$ cat config.mk
export PLATFORM = sky130hd
export DESIGN_NAME = uart_packet_sender
export DESIGN_NICKNAME = d
export VERILOG_FILES = /design/src/rtl/uart_packet_sender_pkg.sv /design/src/rtl/uart_packet_sender_byte_tx.sv /design/src/rtl/uart_packet_sender.sv
export SDC_FILE = /design/constraint.sdc
export NUM_CORES = 1
export LEC_CHECK = 0
export ABC_AREA = 1
export ABC_CLOCK_PERIOD_IN_PS = 5000
export BUFFER_PORTS_ARGS = -buffer_cell sky130_fd_sc_hd__buf_2
export CORE_ASPECT_RATIO = 0.8
export CORE_MARGIN = 4
export CORE_UTILIZATION = 64
export CTS_CLUSTER_SIZE = 12
export DETAILED_ROUTE_END_ITERATION = 16
export PLACE_DENSITY_LB_ADDON = 0.3
export SLEW_MARGIN = 20
export SYNTH_ARGS = -nofsm -noshare
export SYNTH_HDL_FRONTEND = slang
export SYNTH_SLANG_ARGS = --single-unit
$ cat constraint.sdc
create_clock -name clk -period 5 [get_ports clk]
set_input_delay 1 -clock clk [delete_from_list [all_inputs] [get_ports clk]]
set_output_delay 1 -clock clk [all_outputs]
set_load 0.05 [all_outputs]
$ cat src/rtl/uart_packet_sender_pkg.sv
// Shared types and constants for the framed telemetry UART transmitter.
package uart_pkt_pkg;

    typedef enum logic [2:0] {
        IDLE,
        LOAD,
        SEND,
        WAIT,
        DONE
    } state_t;

    localparam logic [7:0] DEFAULT_SYNC_BYTE = 8'hA5;

    // Sync byte, timestamp bytes, flag byte, checksum byte.
    function automatic int n_bytes(input int time_w);
        return time_w / 8 + 3;
    endfunction

endpackage

$ cat src/rtl/uart_packet_sender_byte_tx.sv
// 8N1 byte serializer: start bit, eight data bits LSB first, stop bit.
module uart_byte_tx #(
    parameter int CLKS_PER_BIT = 868
) (
    input  logic       clk,
    input  logic       reset_n,
    input  logic [7:0] data,
    input  logic       send,
    output logic       tx,
    output logic       ready
);
    localparam int BAUD_W = (CLKS_PER_BIT > 1) ? $clog2(CLKS_PER_BIT) : 1;
    localparam logic [BAUD_W-1:0] BAUD_LAST = BAUD_W'(CLKS_PER_BIT - 1);

    logic              active_reg;
    logic [BAUD_W-1:0] baud_cnt_reg;
    logic [3:0]        bit_cnt_reg;
    logic [9:0]        shift_reg;
    logic              last_tick;

    assign last_tick = (baud_cnt_reg == BAUD_LAST);
    // Ready already on the final stop-bit cycle so a following byte can be
    // accepted without an extra idle bit.
    assign ready = !active_reg || (last_tick && bit_cnt_reg == 4'd9);
    assign tx    = shift_reg[0];

    always_ff @(posedge clk or negedge reset_n) begin
        if (!reset_n) begin
            active_reg   <= 1'b0;
            baud_cnt_reg <= '0;
            bit_cnt_reg  <= '0;
            shift_reg    <= '1;
        end else if (ready && send) begin
            active_reg   <= 1'b1;
            baud_cnt_reg <= '0;
            bit_cnt_reg  <= '0;
            shift_reg    <= {1'b1, data, 1'b0};
        end else if (active_reg) begin
            if (last_tick) begin
                baud_cnt_reg <= '0;
                if (bit_cnt_reg == 4'd9) begin
                    active_reg <= 1'b0;
                end else begin
                    bit_cnt_reg <= bit_cnt_reg + 4'd1;
                    shift_reg   <= {1'b1, shift_reg[9:1]};
                end
            end else begin
                baud_cnt_reg <= baud_cnt_reg + 1'b1;
            end
        end
    end

endmodule

$ cat src/rtl/uart_packet_sender.sv
// Event-triggered telemetry packet sender: snapshots timestamp and channel
// flags and sends them as a sync-framed, XOR-checksummed UART packet.
module uart_packet_sender
    import uart_pkt_pkg::*;
#(
    parameter int         CLKS_PER_BIT = 868,
    parameter int         TIME_W       = 32,
    parameter int         NUM_CH       = 4,
    parameter logic [7:0] SYNC_BYTE    = DEFAULT_SYNC_BYTE
) (
    input  logic              clk,
    input  logic              reset_n,
    input  logic [TIME_W-1:0] time_value,
    input  logic [NUM_CH-1:0] ch_in,
    input  logic              mode,
    input  logic              start,
    output logic              tx,
    output logic              busy,
    output logic              pkt_done,
    output logic              overrun
);
    localparam int N_BYTES    = n_bytes(TIME_W);
    localparam int TIME_BYTES = TIME_W / 8;
    localparam int IDX_W      = $clog2(N_BYTES);
    localparam logic [IDX_W-1:0] LAST_IDX = IDX_W'(N_BYTES - 1);
    localparam logic [IDX_W-1:0] FLAG_IDX = IDX_W'(TIME_BYTES + 1);

    state_t            state_reg, state_next;
    logic [NUM_CH-1:0] ch_meta_reg, ch_s_reg, ch_d_reg;
    logic [TIME_W-1:0] snap_time_reg;
    logic [NUM_CH-1:0] snap_ch_reg;
    logic [IDX_W-1:0]  byte_idx_reg;
    logic [7:0]        csum_reg;
    logic [7:0]        byte_reg;
    logic              overrun_reg;
    logic              trig;
    logic              ser_send;
    logic              ser_ready;
    logic [7:0]        sel_byte;
    logic [7:0]        flag_byte;
    logic [7:0]        time_bytes [TIME_BYTES];

    always_ff @(posedge clk or negedge reset_n) begin
        if (!reset_n) begin
            ch_meta_reg <= '0;
            ch_s_reg    <= '0;
            ch_d_reg    <= '0;
        end else begin
            ch_meta_reg <= ch_in;
            ch_s_reg    <= ch_meta_reg;
            ch_d_reg    <= ch_s_reg;
        end
    end

    assign trig = mode ? (ch_s_reg != ch_d_reg) : start;

    // Timestamp bytes, most significant first.
    generate
        for (genvar gi = 0; gi < TIME_BYTES; gi++) begin : g_time_byte
            assign time_bytes[gi] = snap_time_reg[TIME_W-1-8*gi -: 8];
        end
    endgenerate

    always_comb begin
        flag_byte = '0;
        flag_byte[NUM_CH-1:0] = snap_ch_reg;
        sel_byte = csum_reg;
        if (byte_idx_reg == '0) begin
            sel_byte = SYNC_BYTE;
        end else if (byte_idx_reg == FLAG_IDX) begin
            sel_byte = flag_byte;
        end
        for (int i = 0; i < TIME_BYTES; i++) begin
            if (byte_idx_reg == IDX_W'(i + 1)) sel_byte = time_bytes[i];
        end
    end

    always_ff @(posedge clk or negedge reset_n) begin
        if (!reset_n) state_reg <= IDLE;
        else          state_reg <= state_next;
    end

    always_comb begin
        state_next = state_reg;
        unique case (state_reg)
            IDLE:    if (trig) state_next = LOAD;
            LOAD:    state_next = SEND;
            SEND:    if (ser_ready) state_next = WAIT;
            WAIT:    if (ser_ready) state_next = (byte_idx_reg < LAST_IDX) ? LOAD : DONE;
            DONE:    state_next = IDLE;
            default: state_next = IDLE;
        endcase
    end

    always_comb begin
        busy     = (state_reg != IDLE);
        pkt_done = (state_reg == DONE);
        ser_send = (state_reg == SEND);
    end

    always_ff @(posedge clk or negedge reset_n) begin
        if (!reset_n) begin
            snap_time_reg <= '0;
            snap_ch_reg   <= '0;
            byte_idx_reg  <= '0;
            csum_reg      <= '0;
            byte_reg      <= '0;
            overrun_reg   <= 1'b0;
        end else begin
            // DONE counts as busy, so a trigger there is dropped too.
            overrun_reg <= trig && (state_reg != IDLE);
            unique case (state_reg)
                IDLE: begin
                    if (trig) begin
                        snap_time_reg <= time_value;
                        snap_ch_reg   <= ch_s_reg;
                        byte_idx_reg  <= '0;
                        csum_reg      <= '0;
                    end
                end
                LOAD: begin
                    byte_reg <= sel_byte;
                    csum_reg <= csum_reg ^ sel_byte;
                end
                WAIT: begin
                    if (ser_ready && byte_idx_reg < LAST_IDX) byte_idx_reg <= byte_idx_reg + 1'b1;
                end
                default: ;
            endcase
        end
    end

    assign overrun = overrun_reg;

    uart_byte_tx #(
        .CLKS_PER_BIT(CLKS_PER_BIT)
    ) u_byte_tx (
        .clk     (clk),
        .reset_n (reset_n),
        .data    (byte_reg),
        .send    (ser_send),
        .tx      (tx),
        .ready   (ser_ready)
    );

endmodule

==> results of run 1 <==
==> per-stage QoR <==
| step | cell area, um2 | setup WS (ns) |
|---|---|---|
| floorplan | 4670 | 2.46 |
| global placement | 4920 | 2.18 |
| detailed placement | 4920 | 2.05 |
| CTS | 5110 | 2.43 |
| global route | 5110 | 2.20 |
| finish | 5110 | 2.45 |
==> cell usage after synthesis (3+ instances only) <==
master    number
a21oi_1        5
buf_2          9
dfrtp_1       86
dfstp_2        9
ha_1           8
inv_1         71
inv_2          6
nand2_1      227
nand2_2        3
nand3_1       34
nand3_2        3
nand3b_1       5
nand4_1        4
nor2_1        34
nor3_1         9
nor3_2         3
o211ai_1       4
o21ai_0       35
o21ai_1        5
o21bai_1       3
==> kinds of logic after synthesis <==
logic type | after synthesis | synth area share [%]
AO/OA/AOI/OAI | 58 | 7.34
XOR/XNOR | 4 | 0.751
buffers and inverters | 92 | 8.04
AND/OR/NAND/NOR | 332 | 30.6
flip-flops | 95 | 51.2
adder cells (fa/ha/maj) | 8 | 2.14
==> worst reg2reg max path, stage by stage (launching register included) <==
cell     delay [ns]
dfrtp_1        0.48
nor3_2         0.30
nand3_2        0.57
inv_2          0.76
o21ai_0        0.18
==> layout make-up <==
type	count	share of cell area, %
Clock buffer	11	2.57
Clock inverter	5	1.15
Inverter	77	5.66
Multi-Input combinational cell	402	37.3
Sequential cell	95	46.8
Tap cell	87	2.13
Timing Repair Buffer	44	4.41
==> power by group <==
part	internal [uW]	leakage (uW)	switching, uW	total [uW]
clock network	232	0.0000895	259	490
logic	246	0.00148	448	695
registers	1050	0.00116	164	1220
==> worst paths after layout <==
path                                                       to  cells after the start                      from  slack (ns)
max                             snap_time_reg[27]$_DFFE_PN0P_                      7                      mode        2.45
min                                     ch_s_reg[0]$_DFF_PN0_                      0  ch_meta_reg[0]$_DFF_PN0_        0.36
max reg2reg                     snap_time_reg[27]$_DFFE_PN0P_                      4  state_reg[1]$_DFFE_PN0P_        2.57
min reg2reg                             ch_s_reg[0]$_DFF_PN0_                      0  ch_meta_reg[0]$_DFF_PN0_        0.36
max in group asynchronous  u_byte_tx.shift_reg[8]$_DFFE_PN1P_                      2                   reset_n        3.32
min in group asynchronous            ch_meta_reg[1]$_DFF_PN0_                      1                   reset_n        0.72
==> routing by layer <==
layer / vias to the layer above / global-route usage, % / routed length [um]
met2: 144 / 36.4 / 4530
met5: - / 0 / 0
met4: 0 / 5.29 / 69
met3: 7 / 6.81 / 703
met1: 1789 / 34.9 / 4510
li1: 1906 / - / -
==> summary.md, run 1 <==
| Metric | Value |
|---|---|
| Run status | `finished, final reports clean` |
| Antenna cells | `0` |
| DP Cell Count | `just over 700` |
| Total CTS buffers | `9` |
| Commonest non-fill, non-tap cell in the layout | `nand2_1` |
| Layout cells sized above 1 | `14.4%` |
| H-tree Lvls | `3` |
| CP Data Arrival Time | `around 2.8 ns` |
| Design Power | `~2400 uW` |
| Crit path largest cell delay | `0.76 ns` |
| Core Area | `roughly 7000 um2` |
| Final GP Congestion | `roughly 0.9` |
| WP buf/inv | `3` |
| Syn_area_per_cell | `7.93 um2` |
| Antenna violations before repair | `0` |
| Std cell rows | `27` |
| Crit-path cells | `buf_2 > inv_1 > nor2_1 > nand3_1 > nand3_2 > inv_2 > o21ai_0` |
| Synth-to-Final Area Change | `9.38%` |
| Kind of critical path | `in -> reg` |
| Cell Count, Final, Fillers Out | `approximately 700` |
| Worst-path clk slew | `~0.090 ns` |
| Pleak | `about 0.0027 uW` |
| Final period utilization | `~51%` |
| #FFs+latches synth | `95` |
| Largest net degree at the start of global routing | `62` |
| Synth cell types | `38` |
| Clk sinks | `95` |
| Vias | `3,846` |
| Die X-Extent | `103 um` |
| Kind of cell adding the most delay to the critical path | `buffers and inverters` |
| Initial core utilization | `66.8%` |
| Fillcell total | `522` |
| I/O Pins | `44` |
| Critical Path Fanout Max | `50` |
| Synthesized area | `around 4700 um2` |
| Largest register FFs | `32` |
| Footprint of the multi-input gates | `between 1500 and 2000 um2` |
| Synth async-reset ratio | `100%` |
| Total wire length | `between 9000 and 10,000 um` |
| Final core occ | `roughly 73%` |
| Storage element area | `roughly 2400 um2` |
| TritonRoute pass-1 iters | `5` |
| Startpoint types | `input port` |
| Pins over their slew limit | `0` |
| Grt total ovfl | `0` |
| Most frequent cells in the layout | `227 x nand2_1, 86 x dfrtp_1, 71 x inv_1` |
| Setup bufs post-CTS | `0` |
| Post_cts resized | `0` |
| Syn_nets | `about 640` |
| Dpl hpwl | `between 7000 and 8000 um` |
| Worst-Skew Late Latency | `about 0.35 ns` |
| Die Area | `8730 um2` |
| Final hold vios | `0` |
| Die Y | `~84 um` |
| Synth top area share | `between 40% and 50%` |
| Slowest CP cell | `inv_2` |
| Detailed Route Iter0 Violations | `283` |
| Vias in the first global route | `3,620` |
| Worst slew pin tran | `between 0.7 and 0.8 ns` |
| Clk_skew | `roughly 0.006 ns` |
| Worst Path Required | `about 5.2 ns` |
| Max VDD drop | `between 0.2 and 0.25 mV` |
| Drt drc | `0` |
| Vias per inst | `~5.3` |
| Synth area leaders | `dfrtp_1 46%, nand2_1 18%, inv_1 5.7%` |
| RSZ-0062 raised after global routing | `no` |
| Clock Tree Buf Depth | `2` |
| Worst rel slew slack | `approximately half` |
| Worst Hold Class | `reg -> reg` |
| First-pass GRT wire length | `16,700 um` |
| Most used DFF post-synth | `dfrtp_1` |
| Overall Global Routing Usage | `24.1%` |
| Max_cap viols | `0` |
| CTS tree | `yes` |
| Worst setup EP type | `flip-flop` |
| Clock root buffer | `clkbuf_8` |
| F_max | `about 0.39 GHz` |
| Post-synth top area cell | `dfrtp_1` |
| Power Dens Cells | `roughly 470 nW/um2` |
| Layout net count | `about 680` |
| Avg WL per Cell | `~14 um` |
| Buffers on Ports | `43` |
| Number of flops mapped to enable cells by yosys | `0` |
| Post-synthesis cell count | `roughly 600` |
| Hold Slack | `around 0.36 ns` |
| Seq/Total Area, Yosys | `just over 50%` |
| Final ANT Viol Nets | `0` |
| TNS Setup | `0 ns` |
| Final critical delay including setup and external delays | `roughly 2.5 ns` |
| Ys Warns | `0` |
| # setup viols final | `0` |
| Post-CTS Hold Fix Bufs | `0` |
Power figures use the tool's default switching activity.
==> inputs of run 2 (changes only) <==
ABC_CLOCK_PERIOD_IN_PS = 2200   (was 5000)
CORE_UTILIZATION = 53   (was 64)
clock period = 2.2 ns   (was 5 ns; I/O delays follow)
==> summary.md, run 2 (synthesis gave the netlist of run 1 again) <==
| Metric | Value |
|---|---|
| Run status | `finished, final reports clean` |
| CP Data Arrival Time | `2.27 ns (-0.49 ns)` |
| Dpl hpwl | `7130 um (+1.7%)` |
| Worst Path Required | `2.46 ns (-2.75 ns)` |
| Final period utilization | `91.4%` |
| Startpoint types | `flip-flop` |
| Post-CTS Hold Fix Bufs | `0 (unchanged)` |
| Clock Tree Buf Depth | `2 (unchanged)` |
| Vias per inst | `5.09 (-4.5%)` |
| Worst Hold Class | `in -> async` |
| Overall Global Routing Usage | `20.2% (-3.9 points)` |
| Worst-Skew Late Latency | `0.38 ns (+0.03 ns)` |
| TritonRoute pass-1 iters | `5 (unchanged)` |
| Largest net degree at the start of global routing | `44 (-29%)` |
| Post_cts resized | `0 (unchanged)` |
| Power Dens Cells | `1060 nW/um2 (+130%)` |
| Final critical delay including setup and external delays | `a little over 2 ns` |
| Max_cap viols | `0 (unchanged)` |
| Layout cells sized above 1 | `14.9% (+0.54 points)` |
| Die Area | `10,400 um2 (+19%)` |
| # setup viols final | `0 (unchanged)` |
| Reg2reg setup slack | `0.19 ns (-2.38 ns)` |
| Clk sinks | `95 (unchanged)` |
| Largest register FFs | `32 (unchanged)` |
| Kind of critical path | `reg -> reg` |
| Setup bufs post-CTS | `0 (unchanged)` |
| Most frequent cells in the layout | `227 x nand2_1, 86 x dfrtp_1, 71 x inv_1` |
| Die X-Extent | `113 um (+9.1%)` |
| Synth-to-Final Area Change | `11.2%` |
| Detailed Route Iter0 Violations | `187 (-34%)` |
| Drt drc | `0 (unchanged)` |
| Buffers on Ports | `43 (unchanged)` |
| Antenna violations before repair | `0 (unchanged)` |
| Grt total ovfl | `0 (unchanged)` |
| Vias | `3,820 (-0.68%)` |
| Worst setup EP type | `flip-flop` |
| Critical Path Fanout Max | `7 (-86%)` |
| Pleak | `0.00276 uW (+1.1%)` |
| Die Y | `91.9 um (+8.9%)` |
| CTS tree | `yes` |
| Final core occ | `60.9% (-12 points)` |
| Core Area | `8520 um2 (+22%)` |
| Std cell rows | `30 (+11%)` |
| H-tree Lvls | `3 (unchanged)` |
| First-pass GRT wire length | `17,100 um (+2.0%)` |
| TNS Setup | `0 ns (unchanged)` |
| Initial core utilization | `54.8% (-12 points)` |
| Layout net count | `681 (+0.59%)` |
| Vias in the first global route | `3,711 (+2.5%)` |
| Clk_skew | `0.0146 ns (+0.00851 ns)` |
| Commonest non-fill, non-tap cell in the layout | `nand2_1` |
| Final ANT Viol Nets | `0 (unchanged)` |
| Total CTS buffers | `9 (unchanged)` |
| RSZ-0062 raised after global routing | `no` |
| Worst-path clk slew | `0.09 ns (about the same)` |
| Clock root buffer | `clkbuf_8` |
| Final hold vios | `0 (unchanged)` |
| Worst slew pin tran | `0.571 ns (-0.182 ns)` |
| Pins over their slew limit | `0 (unchanged)` |
| Max VDD drop | `0.515 mV (+120%)` |
| Avg WL per Cell | `13.2 um (-2.9%)` |
| F_max | `0.497 GHz` |
| Final GP Congestion | `0.915 (+2.0%)` |
| Worst rel slew slack | `62.0% (+12 points)` |
| Antenna cells | `0 (unchanged)` |
| Total wire length | `9910 um (+0.98%)` |
| I/O Pins | `44 (unchanged)` |
## run 2: power breakdown
part / internal [uW] / switching [uW]
Clock: 526 / 617
Sequential: 2390 / 371
Combinational: 575 / 1010
Total: 3490 / 2000
## run 2: cell type report
cell class | instances | area, um2
clock buffers | 11 | 131
fillers | 754 | 3330
well taps | 112 | 140
repair buffers | 48 | 280
clock inverters | 5 | 58.8
multi-input cells | 402 | 1900
flip-flops and latches | 95 | 2390
inverters | 77 | 289
## run 2: worst max-delay path, cell delays in order (launching register included)
cell and delay, ns:
dfrtp_1 0.44, inv_1 0.10, ha_1 0.29, o21ai_1 0.38, o21ai_0 0.16, nand3_1 0.09, nand2_1 0.07, nand2_1 0.06
nand2_1 0.07, nand2_1 0.11, o21ai_0 0.12
## run 2: through the flow
| stage | setup WS (ns) | hold WS (ns) | area (um2) | instances | total power (uW) |
|---|---|---|---|---|---|
| finish | 0.190 | 0.0531 | 5190 | 750 | 5490 |
| global route | 0.0435 | 0.0796 | 5190 | 750 | 5930 |
| CTS | 0.235 | 0.0635 | 5190 | 750 | 5520 |
| detailed placement | 0.266 | 0.340 | 5000 | 734 | 4360 |
| global placement | 0.332 | 0.336 | 5000 | 734 | 4280 |
| floorplan | 0.223 | 0.144 | 4670 | 589 | 3880 |
## run 2: final timing paths
check / startpoint / to / cells past startpoint
worst max-delay path: byte_idx_reg[1]$_DFFE_PN0P_ / byte_reg[7]$_DFFE_PN0P_ / 10
worst min-delay path: reset_n / ch_meta_reg[0]$_DFF_PN0_ / 1
worst max register to register: byte_idx_reg[1]$_DFFE_PN0P_ / byte_reg[7]$_DFFE_PN0P_ / 10
worst min register to register: ch_meta_reg[1]$_DFF_PN0_ / ch_s_reg[1]$_DFF_PN0_ / 0
max in group asynchronous: reset_n / u_byte_tx.shift_reg[7]$_DFFE_PN1P_ / 2
min in group clk: ch_in[1] / ch_meta_reg[1]$_DFF_PN0_ / 1
## run 2: routing by layer
metal / vias up / GRT usage [%] / routed length, um
li1: 1919 / - / -
met1: 1770 / 28.9 / 4730
met2: 111 / 29.8 / 4390
met3: 20 / 6.40 / 607
met4: 0 / 5.71 / 174
met5: - / 0 / 0
==> inputs of run 3 (changes only) <==
ABC_AREA = unset   (was 1)
SKIP_LAST_GASP = 1   (was unset)
SYNTH_HIERARCHICAL = 1   (was unset)
==> summary.md, run 3 <==
| Metric | Value |
|---|---|
| Number of flops mapped to enable cells by yosys | `0 (unchanged)` |
| Commonest non-fill, non-tap cell in the layout | `dfrtp_1` |
| RSZ-0062 raised after global routing | `no` |
| Run status | `finished, final reports clean` |
| Worst-Skew Late Latency | `0.37 ns (about the same)` |
| M2 GR Usage | `28.7% (-1.0 points)` |
| Pins over their slew limit | `0 (unchanged)` |
| Post-synth top area cell | `dfrtp_1` |
| #FFs+latches synth | `95 (unchanged)` |
| Worst slack at placement | `0.0760 ns (-0.190 ns)` |
| Worst slew pin tran | `0.546 ns (-0.0248 ns)` |
| Ys Warns | `6 (+6)` |
| Final ANT Viol Nets | `0 (unchanged)` |
| Clock root buffer | `clkbuf_8` |
| Vias per inst | `5.69 (+12%)` |
| Most frequent cells in the layout | `86 x dfrtp_1, 42 x buf_2, 38 x mux2_2` |
| Largest register FFs | `32 (unchanged)` |
| Power Dens Cells | `1150 nW/um2 (+8.7%)` |
| Max VDD drop | `0.647 mV (+26%)` |
| Antenna cells | `0 (unchanged)` |
| Worst rel slew slack | `63.6% (+1.7 points)` |
| # setup viols final | `0 (unchanged)` |
| Fillcell total | `671 (-11%)` |
| Final core occ | `62.6% (+1.7 points)` |
| Worst Path Required | `2.50 ns (+0.04 ns)` |
| GR peak layer | `met2` |
| Synth cell types | `61 (+61%)` |
| Detailed Route Iter0 Violations | `211 (+13%)` |
| Startpoint types | `flip-flop` |
| Worst R2R End | `u_byte_tx/bit_cnt_reg[3]$_DFFE_PN0P_` |
| Met3 Usage GRT | `4.50% (-1.9 points)` |
| CP Data Arrival Time | `2.38 ns (+0.11 ns)` |
| Drt drc | `0 (unchanged)` |
| Synth top cells by count | `86 x dfrtp_1, 38 x mux2_2, 27 x nor2_1` |
| Clk sinks | `95 (unchanged)` |
| Final critical delay including setup and external delays | `2.09 ns (+0.0757 ns)` |
| Total wire length | `8980 um (-9.4%)` |
| First-pass GRT wire length | `15,600 um (-8.6%)` |
| F_max | `0.479 GHz (-3.6%)` |
| Std cell rows | `29 (-3.3%)` |
| Dpl hpwl | `6490 um (-9.1%)` |
| Reg2reg setup slack | `0.11 ns (-0.08 ns)` |
| Initial core utilization | `55.4% (+0.63 points)` |
| Vias | `3,120 (-18%)` |
| Syn_area_per_cell | `11.8 um2 (+49%)` |
| Clk_skew | `0.00899 ns (-0.00556 ns)` |
| Worst setup margin | `0.114 ns (-0.0757 ns)` |
| Avg WL per Cell | `16.4 um (+24%)` |
| Met1 usage | `26.7% (-2.2 points)` |
| TNS Setup | `0 ns (unchanged)` |
| Worst Hold Class | `in -> async` |
| Worst setup EP type | `flip-flop` |
| H-tree Lvls | `3 (unchanged)` |
| TritonRoute pass-1 iters | `5 (unchanged)` |
| I/O Pins | `44 (unchanged)` |
| Setup bufs post-CTS | `0 (unchanged)` |
| Reg2Reg Depth | `4 (-6)` |
| Total CTS buffers | `9 (unchanged)` |
| Die Y | `90.1 um (-2.0%)` |
| Clock Tree Buf Depth | `2 (unchanged)` |
| Largest net degree at the start of global routing | `44 (unchanged)` |
| Final hold vios | `0 (unchanged)` |
| Synth top area share | `48.2% (+2.1 points)` |
| Antenna violations before repair | `0 (unchanged)` |
| Synth area leaders | `dfrtp_1 48%, mux2_2 9.6%, dfstp_2 5.3%` |
| Grt total ovfl | `0 (unchanged)` |
| Core Area | `8060 um2 (-5.5%)` |
| Synth async-reset ratio | `100% (unchanged)` |
| Layout net count | `483 (-29%)` |
| Overall Global Routing Usage | `19.0% (-1.2 points)` |
| Max_cap viols | `0 (unchanged)` |
| Post-synthesis cell count | `378 (-36%)` |
| Seq/Total Area, Yosys | `53.5% (+2.3 points)` |
| Reg-to-Reg Start | `u_byte_tx/baud_cnt_reg[7]$_DFFE_PN0P_` |
| Setup crit start | `u_byte_tx/baud_cnt_reg[7]$_DFFE_PN0P_` |
| Worst-path clk slew | `0.09 ns (about the same)` |
| Pleak | `0.00230 uW (-17%)` |
| Critical Path Fanout Max | `5 (-2)` |
| Die Area | `9960 um2 (-4.0%)` |
| Layout cells sized above 1 | `31.1% (+16 points)` |
| Final GP Congestion | `0.867 (-5.3%)` |
| Count leader, synth | `dfrtp_1` |
| Buffers on Ports | `43 (unchanged)` |
| Final period utilization | `94.8% (+3.4 points)` |
| Most used DFF post-synth | `dfrtp_1` |
| Kind of critical path | `reg -> reg` |
| Synth-to-Final Area Change | `12.9%` |
| Synthesized area | `4460 um2 (-4.4%)` |
| CTS tree | `yes` |
| Die X-Extent | `111 um (-2.1%)` |
| Vias in the first global route | `3,262 (-12%)` |
| Syn_nets | `426 (-33%)` |
[run 3: cell types whose count changed after synthesis, moves of 6 or more]
cell | previous run | this run
a21oi_1 | 5 | 16
inv_1 | 71 | 9
mux2_2 | 0 | 38
mux2i_1 | 0 | 14
nand2_1 | 227 | 24
nand2b_1 | 0 | 9
nand3_1 | 34 | 7
nor2_1 | 34 | 27
nor3_1 | 9 | 0
o21ai_0 | 35 | 19
o22ai_1 | 1 | 7
[run 3: worst max-delay path: stages, from the launching register on]
cell	delay (ns)
dfrtp_1	0.44
or4b_4	0.51
or4_4	0.57
or3_1	0.35
a21oi_1	0.15
[run 3: cells by family after synthesis]
family,count (synthesis),share of synthesized area (%)
and+or+nand+nor,102,12.9
buffers and inverters,27,3.73
AOI/OAI and AO/OA,83,12.7
adders and majority gates,8,2.24
muxes,52,12.7
xor gates and xnor gates,11,2.16
DFF,95,53.5
[run 3: worst max-delay path by stage]
stage                                           end  slack [ns]  depth (start not counted)
6_report       u_byte_tx/bit_cnt_reg[3]$_DFFE_PN0P_        0.11                          4
5_1_grt                     csum_reg[7]$_DFFE_PN0P_       0.007                          7
4_1_cts        u_byte_tx/bit_cnt_reg[2]$_DFFE_PN0P_        0.07                          5
3_5_place_dp   u_byte_tx/bit_cnt_reg[2]$_DFFE_PN0P_        0.08                          5
3_3_place_gp   u_byte_tx/bit_cnt_reg[2]$_DFFE_PN0P_        0.17                          5
2_1_floorplan                              pkt_done        0.11                          2
[run 3: through the flow]
step | power (uW) | cells | cell area (um2) | hold slack (ns)
floorplan | 4120 | 378 | 4460 | 0.144
global placement | 4620 | 532 | 4860 | 0.332
detailed placement | 4730 | 532 | 4860 | 0.335
CTS | 5820 | 548 | 5040 | 0.0370
global route | 6210 | 548 | 5040 | 0.0629
finish | 5800 | 548 | 5040 | 0.0353
[run 3: per-layer routing]
layer | vias to the layer above | routed length [um]
met1 | 1534 | 4270
met5 | - | 0
met2 | 86 | 4160
met3 | 10 | 450
met4 | 0 | 97
li1 | 1490 | -
[run 3: where the power goes]
| group | leakage, uW | total, uW | switching, uW | internal (uW) |
|---|---|---|---|---|
| registers | 0.00114 | 2970 | 505 | 2460 |
| clock network | 0.0000936 | 1090 | 654 | 432 |
| logic | 0.00106 | 1750 | 840 | 906 |
[run 3: repair_timing]
| action | CTS | global route |
|---|---|---|
| resized for setup | 0 | 3 |
| endpoints found under the setup margin | 0 | 3 |
| hold buffers | 0 | 0 |
[run 3: final cells by class]
type	count	area, um2	area share (%)
Inverter	11	41.3	0.819
Clock inverter	6	51.3	1.02
Clock buffer	10	128	2.53
Timing Repair Buffer	62	385	7.64
Multi-Input combinational cell	256	1910	37.9
Sequential cell	95	2390	47.4
Tap cell	108	135	2.68
